<file path="src/rtl/fetch_stage.sv">
// ============================================================================
// Module   : fetch_stage
// Purpose  : Instruction fetch with PC ownership and the IF/ID pipeline
//            register. Optional perf counters are built when
//            FETCH_PERF_CNT_EN is defined.
// Revision : 1.0
// ============================================================================
`default_nettype none

module fetch_stage #(
    parameter logic [31:0] RESET_PC = 32'h0000_0000,
    parameter int          IMEM_AW  = 8,
    parameter logic [31:0] NOP_INST = 32'h0000_0000
) (
    input  logic               clk,
    input  logic               rst,
    input  logic               stall,
    input  logic               branch_taken,
    input  logic [31:0]        branch_target,
    output logic [IMEM_AW-1:0] imem_addr,
    input  logic [31:0]        imem_rdata,
    output logic [31:0]        pc,
    output logic [31:0]        ifid_inst,
    output logic [31:0]        ifid_pc_plus4,
    output logic               ifid_valid,
    output logic [31:0]        perf_fetch,
    output logic [31:0]        perf_stall,
    output logic [31:0]        perf_flush
);

    logic [31:0] r_pc;
    logic [31:0] r_ifid_inst;
    logic [31:0] r_ifid_pc_plus4;
    logic        r_ifid_valid;
    logic [31:0] w_pc_plus4;
    logic [31:0] w_target;

    assign w_pc_plus4 = r_pc + 32'd4;
    assign w_target   = branch_target & ~32'd3;

    // Redirect beats stall so a taken branch is never lost behind a hazard.
    always_ff @(posedge clk) begin
        if (rst) begin
            r_pc            <= RESET_PC;
            r_ifid_inst     <= NOP_INST;
            r_ifid_pc_plus4 <= 32'd0;
            r_ifid_valid    <= 1'b0;
        end else if (branch_taken) begin
            r_pc            <= w_target;
            r_ifid_inst     <= NOP_INST;
            r_ifid_pc_plus4 <= 32'd0;
            r_ifid_valid    <= 1'b0;
        end else if (!stall) begin
            r_pc            <= w_pc_plus4;
            r_ifid_inst     <= imem_rdata;
            r_ifid_pc_plus4 <= w_pc_plus4;
            r_ifid_valid    <= 1'b1;
        end
    end

    assign imem_addr     = r_pc[IMEM_AW+1:2];
    assign pc            = r_pc;
    assign ifid_inst     = r_ifid_inst;
    assign ifid_pc_plus4 = r_ifid_pc_plus4;
    assign ifid_valid    = r_ifid_valid;

`ifdef FETCH_PERF_CNT_EN
    logic [31:0] r_perf_fetch;
    logic [31:0] r_perf_stall;
    logic [31:0] r_perf_flush;

    always_ff @(posedge clk) begin
        if (rst) begin
            r_perf_fetch <= 32'd0;
            r_perf_stall <= 32'd0;
            r_perf_flush <= 32'd0;
        end else if (branch_taken) begin
            r_perf_flush <= r_perf_flush + 32'd1;
        end else if (stall) begin
            r_perf_stall <= r_perf_stall + 32'd1;
        end else begin
            r_perf_fetch <= r_perf_fetch + 32'd1;
        end
    end

    assign perf_fetch = r_perf_fetch;
    assign perf_stall = r_perf_stall;
    assign perf_flush = r_perf_flush;
`else
    assign perf_fetch = 32'd0;
    assign perf_stall = 32'd0;
    assign perf_flush = 32'd0;
`endif

endmodule

`default_nettype wire

</file>
<file path="config.mk">
export PLATFORM = sky130hd
export DESIGN_NAME = fetch_stage
export DESIGN_NICKNAME = d
export VERILOG_FILES = /design/src/rtl/fetch_stage.sv
export SDC_FILE = /design/constraint.sdc
export NUM_CORES = 1
export LEC_CHECK = 0
export BUFFER_PORTS_ARGS = -buffer_cell sky130_fd_sc_hd__buf_2
export CAP_MARGIN = 20
export CORE_MARGIN = 4
export CORE_UTILIZATION = 46
export DETAILED_ROUTE_END_ITERATION = 6
export HOLD_SLACK_MARGIN = 0.15
export PLACE_DENSITY = 0.93
export SLEW_MARGIN = 20
export SYNTH_ARGS = -nofsm -noshare
export SYNTH_HDL_FRONTEND = slang
export SYNTH_SLANG_ARGS = --single-unit
</file>
<file path="constraint.sdc">
create_clock -name clk -period 2.9 [get_ports clk]
set_input_delay 0.58 -clock clk [delete_from_list [all_inputs] [get_ports clk]]
set_output_delay 0.58 -clock clk [all_outputs]
set_load 0.05 [all_outputs]
</file>
Word level (Yosys, flattened, before mapping):

Cells that the tools add are included.

* output and inout port bits: 201
* word-level logic and storage cells: 10
* register bits after elaboration: 97

* equality and inequality tests: 1
* reductions and logical operators: 1
* multiplexer cells: 2
* add/sub/neg operators: 1

Operator list (number)
* 32-bit 2-to-1 mux: 2
* 32-bit by 3-bit adder with 32-bit output (second input constant): 1
* 2-bit by 1-bit != test with 1-bit output (second input constant): 1
* 2-bit OR reduction: 1

Logic depth before layout (Yosys ltp):

Gate-level depths: netlist of the first run.

* word-level depth: 3
* mapped depth: 7
* mapped depth without buffers: 6

Worst setup path after synthesis of the first run:

Ideal clock, no wire load.

* path kind: register to register
* start point: register r_pc[2] (netlist: pc[2])
* end point: register r_pc[30] (netlist: pc[30])
* data arrival time: 2.365 ns
* cell stages (with the launch flop): 7
* data required time: 2.780 ns
* clock period less this slack: 2.485 ns
* path slack: 0.415 ns
* cells stage by stage: dfxtp_1 ha_1 nand4_1 nor4_4 nand3_1 o31a_1 o31a_1

* cells in the longest elaborated chain, start to end: 3

Ends and longest elaborated chain
* start, declared: line 31 `logic [31:0] r_pc;`
* start signal, assigned: line 49 `r_pc <= w_target;`
* start signal, assigned: line 54 `r_pc <= w_pc_plus4;`
* 32-bit by 3-bit adder with 32-bit output: line 38 `assign w_pc_plus4 = r_pc + 32'd4;`
* 32-bit 2-to-1 mux: line 53 `end else if (!stall) begin`
* 32-bit 2-to-1 mux: line 48 `end else if (branch_taken) begin`

No other way between the ends. The select of a mux whose other input is x is not followed.
A chain may end at the register's enable or synchronous reset.

Worst setup path after layout of the first run:

Same ends and word-level chain as after synthesis.

==> flow_summary.json, run 1 <==
{
  "status": "finished, final reports clean",
  "track_usage": 0.193,
  "fin_nets": 825,
  "post-route-util": 0.542,
  "avgRoutedWirePerCell_um": 14.7,
  "yosys-top-cells-count": "108 x buf_4, 93 x dfxtp_1, 65 x nor2_1",
  "fmax_mhz": 406,
  "min-delay-start": "ifid_pc_plus4[31]$_SDFFE_PP0N_",
  "crit_required_ps": 3130,
  "area_growth_pct": 14.2,
  "yosys.area.top_type_share": 0.357,
  "intPower_mw": 2.28,
  "drtIter0Drc": 274,
  "num_antenna_cells": 0,
  "root_buffer": "clkbuf_16",
  "std_cell_rows": 38,
  "maxCapViolations": 0,
  "maxSlewHeadroom": 0.380,
  "drive_gt1_frac": 0.265,
  "combPwrFrac": 0.238,
  "worstSkewPairLatency_ps": 340,
  "r2r_start": "pc[2]$_SDFFE_PP0P_",
  "grt_max_degree": 56,
  "irDropWorstVdd_v": 0.000364,
  "synthCells": 614,
  "overflow": 0,
  "yosys_most_used_dff": "dfxtp_1",
  "swShare": 0.352,
  "hold_viol": 0,
  "ff2ff_setup_slack_ps": 440,
  "r2r-end": "pc[30]$_SDFFE_PP0P_",
  "synth_edf_count": 0,
  "vias": 4342,
  "h-tree-depth": 3,
  "dp.cells": 885,
  "rsz0062_at_grt": "no",
  "hp-class": "flip-flop to flip-flop",
  "hpwl_um": 10100,
  "synth_fa_ha_area_frac": 0.00240,
  "slew_viol_final": 0,
  "die_h_um": 114,
  "p_per_area_nw_per_um2": 590,
  "power_switching_mw": 1.23,
  "cts_buffers": 9,
  "path_cells": "ha_1, nand4_1, nor4_4, nand3_1, o31a_1, o31a_1",
  "boundaryPins": 269,
  "synth_mux_area_frac": 0.0729,
  "skew_ps": 8.86,
  "cts.sinks": 93,
  "postLayoutCellArea_um2": 5950,
  "finalCritPeriodShare": 0.850,
  "power.total_mw": 3.51,
  "grt_pass1_vias": 3988,
  "start_util": 0.475,
  "cts_resized": 0,
  "ys_seq_area_frac": 0.357,
  "io_buffers": 166,
  "seqPwrFrac": 0.400,
  "synth-simple-area-share": 0.167,
  "path_class": "flip-flop to flip-flop",
  "dp_slack_ps": 447,
  "gp_congestion": 0.862,
  "synth_most_common_cell": "buf_4",
  "period_needed_ps": 2460,
  "synthDistinctLibCells": 42,
  "crit_buf_inv": 0,
  "synth.area.top_cells": "dfxtp_1 36%, buf_4 16%, mux2i_1 7.3%, a21oi_1 4.7%, xnor2_1 4.7%",
  "min_path_cells": 2,
  "die_area_um2": 13100,
  "holdPathEnd": "ifid_pc_plus4[31]$_SDFFE_PP0N_",
  "ys_ff_latch": 93,
  "dr.pass1.iters": 5,
  "critical_path_arrival_ps": 2700,
  "crit_family": "simple AND/OR/NAND/NOR gates",
  "netlist_area_um2": 5220,
  "drc": 0,
  "dieWidth_um": 114,
  "synth_top_family_by_area": "buffers and inverters",
  "synth_compound_area_frac": 0.107,
  "drt_wl_total_um": 13200,
  "slowest_delay_ps": 490,
  "cp_common_cell": "o31a_1",
  "worst_pin_slew_ps": 921,
  "critPathLaunchType": "flip-flop",
  "synthArstFlopShare": 0,
  "setup_ws_ps": 436,
  "setup_tns_ps": 0,
  "cts_setup_buffers": 0,
  "syn_area_per_cell_um2": 8.49,
  "placed_cell_area_um2": 5630,
  "coreArea_um2": 11000,
  "end_kind": "flip-flop",
  "cp_slowest_cell": "nor4_4",
  "via_per_inst": 4.82,
  "reg2regPathDepth": 6,
  "clk_pin_slew_ps": 60,
  "grt_pass1_wl_um": 20100,
  "hold_buffers": 0,
  "ant_nets": 0,
  "setup_viol": 0,
  "holdWs_ps": 462,
  "p_leak_nw": 2.94,
  "synth_largest_area_cell": "dfxtp_1",
  "cts_tree": "built",
  "clk_path_buf_depth": 2,
  "fin_cells": 901,
  "synth_warnings": 0,
  "clkPwrFrac": 0.362,
  "antenna_found_initial": 0,
  "critPathMaxFanout": 8,
  "synth-xor-area-share": 0.0806
}
==> worst register-to-register path, cell delays in order (launching register included) <==
cell,delay [ps]
dfxtp_1,460
ha_1,280
nand4_1,290
nor4_4,490
nand3_1,300
o31a_1,310
o31a_1,220
==> cell families after synthesis <==
kind of cell	after synthesis
AOI/OAI and AO/OA	98
xor gates and xnor gates	48
adders and majority gates	1
buffers and inverters	163
DFF	93
muxes	38
other	1
and+or+nand+nor	172
==> power by group through the flow <==
| stage | sequential (mW) | clock (mW) | combinational, mW |
|---|---|---|---|
| after global placement | 1.43 | 0 | 0.825 |
| after detailed placement | 1.43 | 0 | 0.833 |
| after CTS | 1.40 | 1.31 | 0.835 |
| after global routing | 1.41 | 1.35 | 0.879 |
| after floorplan | 1.61 | 0 | 0.624 |
| final | 1.41 | 1.27 | 0.835 |
==> cells in the final DEF (no fill, tap or decap), drive strengths merged <==
cell      instances
clkinvlp          1
nand3            19
nor2b             3
ha                1
nor2             65
clkinv            3
bufinv            2
nor4b             1
a31oi             1
or3               3
or4               1
and3              5
o21bai            1
or2               2
conb            100
o22ai             3
and4              4
a211oi            1
buf             175
o21a             16
and2              1
nand2            32
o21ai            22
nor3             14
xnor2            28
a21oi            49
dfxtp            93
mux2i            38
clkbuf           10
inv              20
nor4              9
nand4            13
o31a              5
xor2             20
==> final cells by class <==
type                            count  area, um^2
Clock buffer                       10         239
Clock inverter                      6        86.3
Fill cell                        1042        5030
Inverter                           20        75.1
Multi-Input combinational cell    457        2620
Sequential cell                    93        1860
Tap cell                          140         175
Timing Repair Buffer              175         898
==> state kept, by name, summed over array words and instances, names as in the netlist <==
signal,cells
ifid_valid,1
ifid_pc_plus4,30
pc,30
ifid_inst,32
==> metal layers <==
| metal | wire length [um] | vias up | track usage |
|---|---|---|---|
| met5 | 0 | - | 0 |
| met3 | 1120 | 8 | 0.0455 |
| met4 | 141 | 0 | 0.0744 |
| met1 | 5220 | 1995 | 0.234 |
| li1 | - | 2139 | - |
| met2 | 6750 | 200 | 0.329 |
==> worst max-delay path by stage <==
stage | from | end | slack (ps) | depth (start not counted)
global route | pc[2]$_SDFFE_PP0P_ | pc[30]$_SDFFE_PP0P_ | 240 | 6
finish | pc[2]$_SDFFE_PP0P_ | pc[30]$_SDFFE_PP0P_ | 440 | 6
detailed placement | pc[2]$_SDFFE_PP0P_ | pc[30]$_SDFFE_PP0P_ | 450 | 6
global placement | pc[2]$_SDFFE_PP0P_ | pc[30]$_SDFFE_PP0P_ | 500 | 6
CTS | pc[2]$_SDFFE_PP0P_ | pc[30]$_SDFFE_PP0P_ | 430 | 6
floorplan | pc[2]$_SDFFE_PP0P_ | pc[30]$_SDFFE_PP0P_ | 420 | 6
Power figures use the tool's default switching activity.
==> run 2, diff against run 1 <==
--- a/config.mk
+++ b/config.mk
@@ -5,13 +5,14 @@
 export SDC_FILE = /design/constraint.sdc
 export NUM_CORES = 1
 export LEC_CHECK = 0
+export ABC_AREA = 1
 export BUFFER_PORTS_ARGS = -buffer_cell sky130_fd_sc_hd__buf_2
 export CAP_MARGIN = 20
 export CORE_MARGIN = 4
-export CORE_UTILIZATION = 46
+export CORE_UTILIZATION = 41
 export DETAILED_ROUTE_END_ITERATION = 6
 export HOLD_SLACK_MARGIN = 0.15
-export PLACE_DENSITY = 0.93
+export PLACE_DENSITY = 0.89
 export SLEW_MARGIN = 20
 export SYNTH_ARGS = -nofsm -noshare
 export SYNTH_HDL_FRONTEND = slang
==> constraint.sdc (replaced) <==
create_clock -name clk -period 2 [get_ports clk]
set_input_delay 0.4 -clock clk [delete_from_list [all_inputs] [get_ports clk]]
set_output_delay 0.4 -clock clk [all_outputs]
set_load 0.05 [all_outputs]
==> run 2 against run 1 <==
Critical path depth increased by 2. Die area is 9.0% higher. Global-route usage down 0.31 points. Clock power up 44%. Register-to-register slack worse by 100 ps. Routed wire length grew 7.7%. Design area grew 0.27%. Hold slack got worse by 170 ps. Sequential share of layout area is 0.085 points lower. Largest power group unchanged. Highest routed layer is now met5.
==> flow_summary.json, run 2 <==
{
  "crit_required_ps": 2240,
  "gp_congestion": 0.943,
  "period_needed_ps": 1670,
  "cts_resized": 0,
  "seqCellArea_um2": 1860,
  "clk_path_buf_depth": 2,
  "skew_ps": 6.84,
  "setup_tns_ps": 0,
  "end_kind": "flip-flop",
  "synthDistinctLibCells": 28,
  "drtIter0Drc": 426,
  "io_buffers": 166,
  "multi_input_area_um2": 2490,
  "synth_warnings": 0,
  "cts_setup_buffers": 0,
  "fmax_mhz": 600,
  "cts_buffers": 9,
  "irDropWorstVdd_v": 0.000604,
  "h-tree-depth": 3,
  "worstSkewPairLatency_ps": 350,
  "num_antenna_cells": 0,
  "cts.sinks": 93,
  "grt_max_degree": 35,
  "dieWidth_um": 119,
  "die_area_um2": 14300,
  "dp.cells": 1046,
  "swShare": 0.354,
  "holdWs_ps": 290,
  "drive_gt1_frac": 0.244,
  "p_per_area_nw_per_um2": 829,
  "overflow": 0,
  "ys_seq_area_frac": 0.365,
  "coreArea_um2": 12100,
  "critical_path_arrival_ps": 1910,
  "synth_largest_area_cell": "dfxtp_1",
  "combPwrFrac": 0.226,
  "hpwl_um": 11000,
  "final_cell_mix": "273 x nand2_1, 166 x buf_2, 100 x conb_1",
  "placed_cell_area_um2": 5660,
  "netlist_area_um2": 5100,
  "synth_edf_count": 0,
  "via_per_inst": 4.54,
  "hold_buffers": 0,
  "status": "finished, final reports clean",
  "fin_nets": 958,
  "ys_ff_latch": 93,
  "postLayoutCellArea_um2": 5970,
  "fin_cells": 1060,
  "rsz0062_at_grt": "no",
  "yosys-top-cells-count": "273 x nand2_1, 113 x buf_4, 93 x dfxtp_1",
  "drc": 0,
  "setup_ws_ps": 333,
  "intPower_mw": 3.20,
  "synthArstFlopShare": 0,
  "start_util": 0.421,
  "track_usage": 0.190,
  "hp-class": "input port to flip-flop",
  "dp_slack_ps": 330,
  "avgRoutedWirePerCell_um": 13.4,
  "nFillCells": 1218,
  "syn_area_per_cell_um2": 6.93,
  "grt_pass1_wl_um": 21500,
  "finalCritPeriodShare": 0.833,
  "die_h_um": 119,
  "maxCapViolations": 0,
  "dr.pass1.iters": 5,
  "grt_pass1_vias": 4189,
  "p_leak_nw": 3.39,
  "cts_tree": "built",
  "path_class": "flip-flop to flip-flop",
  "setup_viol": 0,
  "seqPwrFrac": 0.403,
  "yosys_most_used_dff": "dfxtp_1",
  "critPathLaunchType": "flip-flop",
  "largest_register_ffs": 32,
  "synth.area.top_cells": "dfxtp_1 37%, nand2_1 20%, buf_4 17%, nand3_1 4.4%, a21oi_1 3.4%",
  "root_buffer": "clkbuf_16",
  "post-route-util": 0.493,
  "synthCells": 735,
  "ant_nets": 0,
  "vias": 4810,
  "power.total_mw": 4.95,
  "area_growth_pct": 17.2,
  "boundaryPins": 269,
  "power_switching_mw": 1.75,
  "slew_viol_final": 0,
  "synth_most_common_cell": "nand2_1",
  "clk_pin_slew_ps": 70,
  "critPathMaxFanout": 5,
  "layout_commonest_cell": "nand2_1",
  "clkPwrFrac": 0.371,
  "std_cell_rows": 40,
  "drt_wl_total_um": 14200,
  "hold_viol": 0,
  "antenna_found_initial": 2,
  "yosys.area.top_type_share": 0.365
}
## run 2: cells by family (layout without fill, tap and decap cells)
| group | Yosys count | after routing | synth area share |
|---|---|---|---|
| buffers and inverters | 182 | 240 | 0.219 |
| DFF | 93 | 93 | 0.365 |
| xor gates and xnor gates | 3 | 3 | 0.00516 |
| adders and majority gates | 1 | 1 | 0.00245 |
| AOI/OAI and AO/OA | 77 | 77 | 0.0788 |
| other | 1 | 100 | 0.000736 |
| and+or+nand+nor | 378 | 378 | 0.329 |
## run 2: worst paths after layout
path / endpoint / slack [ps] / start / cells past startpoint
worst max-delay path: pc[28]$_SDFFE_PP0P_ / 330 / pc[3]$_SDFFE_PP0P_ / 8
worst min register to register: ifid_pc_plus4[6]$_SDFFE_PP0N_ / 450 / ifid_pc_plus4[6]$_SDFFE_PP0N_ / 2
worst max register to register: pc[28]$_SDFFE_PP0P_ / 330 / pc[3]$_SDFFE_PP0P_ / 8
worst min-delay path: ifid_inst[22]$_SDFFE_PP0N_ / 290 / imem_rdata[22] / 3
## run 2: critical path, stage by stage (launching register included)
cell and delay (ps):
dfxtp_1 460, ha_1 220, nand2_2 110, nor2_8 160, nand3_1 150, nor2_1 170
nand3_1 90, nand3_1 140, nand2_1 60
## run 2: layer usage
layer / vias up / part of all wire / GRT usage
met4: 4 / 0.014 / 0.0580
met2: 229 / 0.49 / 0.317
li1: 2397 / - / -
met1: 2158 / 0.39 / 0.227
met3: 22 / 0.10 / 0.0716
met5: - / 0.0018 / 0
## run 2: layout make-up
class / count / share of cell area
multi-input cells: 559 / 0.417
well taps: 168 / 0.0352
clock buffers: 9 / 0.0377
flip-flops and latches: 93 / 0.312
inverters: 50 / 0.0319
repair buffers: 176 / 0.152
clock inverters: 5 / 0.0145
## run 2: power by group through the flow
stage	logic (mW)	registers (mW)	clock network [mW]
floorplan	0.826	2.27	0
global placement	1.11	2.03	0
finish	1.12	1.99	1.83
CTS	1.12	1.99	1.87
global route	1.18	2.00	1.94
detailed placement	1.12	2.03	0
==> run 3, diff against run 2 <==
--- a/config.mk
+++ b/config.mk
@@ -5,14 +5,14 @@
 export SDC_FILE = /design/constraint.sdc
 export NUM_CORES = 1
 export LEC_CHECK = 0
-export ABC_AREA = 1
+export ABC_AREA = 0
 export BUFFER_PORTS_ARGS = -buffer_cell sky130_fd_sc_hd__buf_2
 export CAP_MARGIN = 20
 export CORE_MARGIN = 4
-export CORE_UTILIZATION = 41
+export CORE_UTILIZATION = 42
 export DETAILED_ROUTE_END_ITERATION = 6
 export HOLD_SLACK_MARGIN = 0.15
-export PLACE_DENSITY = 0.89
+export PLACE_DENSITY = 0.9
 export SLEW_MARGIN = 20
 export SYNTH_ARGS = -nofsm -noshare
 export SYNTH_HDL_FRONTEND = slang
==> constraint.sdc (replaced) <==
create_clock -name clk -period 1.5 [get_ports clk]
set_input_delay 0.3 -clock clk [delete_from_list [all_inputs] [get_ports clk]]
set_output_delay 0.3 -clock clk [all_outputs]
set_load 0.05 [all_outputs]
==> run 3 against run 2 <==
The run now ends with setup timing left. Core utilization rose by 12 points. Design area rose by 24%. Sequential share of layout area fell by 5.2 points. Clock power rose by 23%. Register-to-register slack got worse by 670 ps. Routed wire length rose by 19%. Largest power group unchanged. Hold slack got worse by 110 ps. Critical path depth fell by 2. Fmax fell by 9.4%. Cell count fell by 4.1%.
==> flow_summary.json, run 3 (synthesis results as in run 1) <==
{
  "setup_viol": 46,
  "drt_wl_total_um": 16900,
  "maxCapViolations": 0,
  "cp-endpoint": "pc[27]$_SDFFE_PP0P_",
  "period_needed_ps": 1840,
  "critPathLaunchType": "flip-flop",
  "hp-class": "input port to flip-flop",
  "worstSkewPairLatency_ps": 350,
  "clk_path_buf_depth": 2,
  "post-route-util": 0.616,
  "ant_nets": 0,
  "fin_nets": 913,
  "reg2regPathDepth": 6,
  "power.total_mw": 6.89,
  "start_util": 0.432,
  "dp_slack_ps": -236,
  "met3_usage": 0.0541,
  "holdWs_ps": 181,
  "grt_pass1_wl_um": 23900,
  "drc": 0,
  "largest_register_ffs": 32,
  "drive_gt1_frac": 0.448,
  "grt_util_met1": 0.242,
  "skew_ps": 11.9,
  "end_kind": "flip-flop",
  "avgRoutedWirePerCell_um": 16.6,
  "grt_max_degree": 48,
  "cts_tree": "built",
  "p_leak_nw": 3.74,
  "crit_required_ps": 1720,
  "overflow": 0,
  "dieWidth_um": 119,
  "area_growth_pct": 42.4,
  "num_antenna_cells": 0,
  "antenna_found_initial": 0,
  "root_buffer": "clkbuf_16",
  "path_class": "flip-flop to flip-flop",
  "drtIter0Drc": 439,
  "boundaryPins": 269,
  "r2r_start": "pc[19]$_SDFFE_PP0P_",
  "r2r-end": "pc[27]$_SDFFE_PP0P_",
  "cts.sinks": 93,
  "track_usage": 0.207,
  "clk_pin_slew_ps": 70,
  "coreArea_um2": 12100,
  "setup_ws_ps": -340,
  "ff2ff_setup_slack_ps": -340,
  "via_per_inst": 4.88,
  "final_cell_mix": "157 x buf_2, 100 x conb_1, 72 x buf_4",
  "h-tree-depth": 3,
  "die_h_um": 119,
  "hold_viol": 0,
  "cp-startpoint": "pc[19]$_SDFFE_PP0P_",
  "io_buffers": 166,
  "rsz0062_at_grt": "yes",
  "gp_congestion": 0.935,
  "busiest_layer": "met2",
  "cts_buffers": 9,
  "irDropWorstVdd_v": 0.000721,
  "fmax_mhz": 543,
  "grt_use_met2": 0.361,
  "finalCritPeriodShare": 1.23,
  "die_area_um2": 14300,
  "status": "finished, violations left",
  "p_per_area_nw_per_um2": 927,
  "slew_viol_final": 0,
  "dr.pass1.iters": 5,
  "critPathMaxFanout": 7,
  "std_cell_rows": 40,
  "violations": "setup timing",
  "hpwl_um": 11600,
  "critical_path_arrival_ps": 2060,
  "grt_pass1_vias": 4641,
  "vias": 4961,
  "setup_tns_ps": -7000,
  "layout_commonest_cell": "buf_2"
}
[run 3: cell types whose count changed in the layout (fill, tap and decap cells not counted), sizes merged, moves of 17 or more]
cell / previous run / this run
nand2: 281 / 32
buf: 176 / 261
mux2i: 0 / 38
inv: 50 / 21
xnor2: 0 / 28
nand3: 45 / 19
nor2: 45 / 65
xor2: 3 / 20
[run 3: layout make-up]
class	instances	area (um^2)
clock inverter	6	45.0
sequential	93	1930
timing repair buffer	263	1750
multi-input combinational	457	3160
inverter	20	75.1
fill	978	4640
clock buffer	10	250
tap	168	210
[run 3: critical path, stage by stage, from the launching register on]
cell and delay, ps:
dfxtp_2 360, nand2_2 90, or4_4 670, buf_6 170
nor3_4 180, xnor2_2 140, o22ai_1 90
[run 3: worst min-delay path by stage]
| stage | from | endpoint | cells past startpoint |
|---|---|---|---|
| 3_5_place_dp | ifid_valid$_SDFFE_PP0N_ | ifid_valid$_SDFFE_PP0N_ | 1 |
| 3_3_place_gp | ifid_pc_plus4[7]$_SDFFE_PP0N_ | ifid_pc_plus4[7]$_SDFFE_PP0N_ | 2 |
| 6_report | imem_rdata[0] | ifid_inst[0]$_SDFFE_PP0N_ | 3 |
| 2_1_floorplan | branch_target[2] | pc[2]$_SDFFE_PP0P_ | 2 |
| 5_1_grt | imem_rdata[27] | ifid_inst[27]$_SDFFE_PP0N_ | 3 |
| 4_1_cts | imem_rdata[0] | ifid_inst[0]$_SDFFE_PP0N_ | 3 |
[run 3: metal layers]
layer | wire (um) | up-vias
met1 | 6210 | 2347
li1 | - | 2314
met2 | 8690 | 252
met5 | 0 | -
met3 | 1420 | 48
met4 | 575 | 0
[run 3: power breakdown]
group	leakage, nW	switching, mW	total (mW)	internal [mW]
Sequential	0.774	0.0793	2.65	2.57
Clock	0.144	1.02	2.25	1.23
Combinational	2.82	1.48	1.98	0.504
[run 3: through the flow]
| step | std cells | cell area [um^2] |
|---|---|---|
| after floorplan | 713 | 5780 |
| after global placement | 974 | 6360 |
| after detailed placement | 974 | 6360 |
| after CTS | 1004 | 6960 |
| after global routing | 1017 | 7430 |
| final | 1017 | 7430 |
[run 3: timing repair]
item                                    4_1_cts  5_1_grt
hold buffers                                  0        0
buffers inserted                             15       15
pin swaps                                    33       64
resized for setup                            43       76
gates cloned                                  0        0
endpoints found under the setup margin       42       57
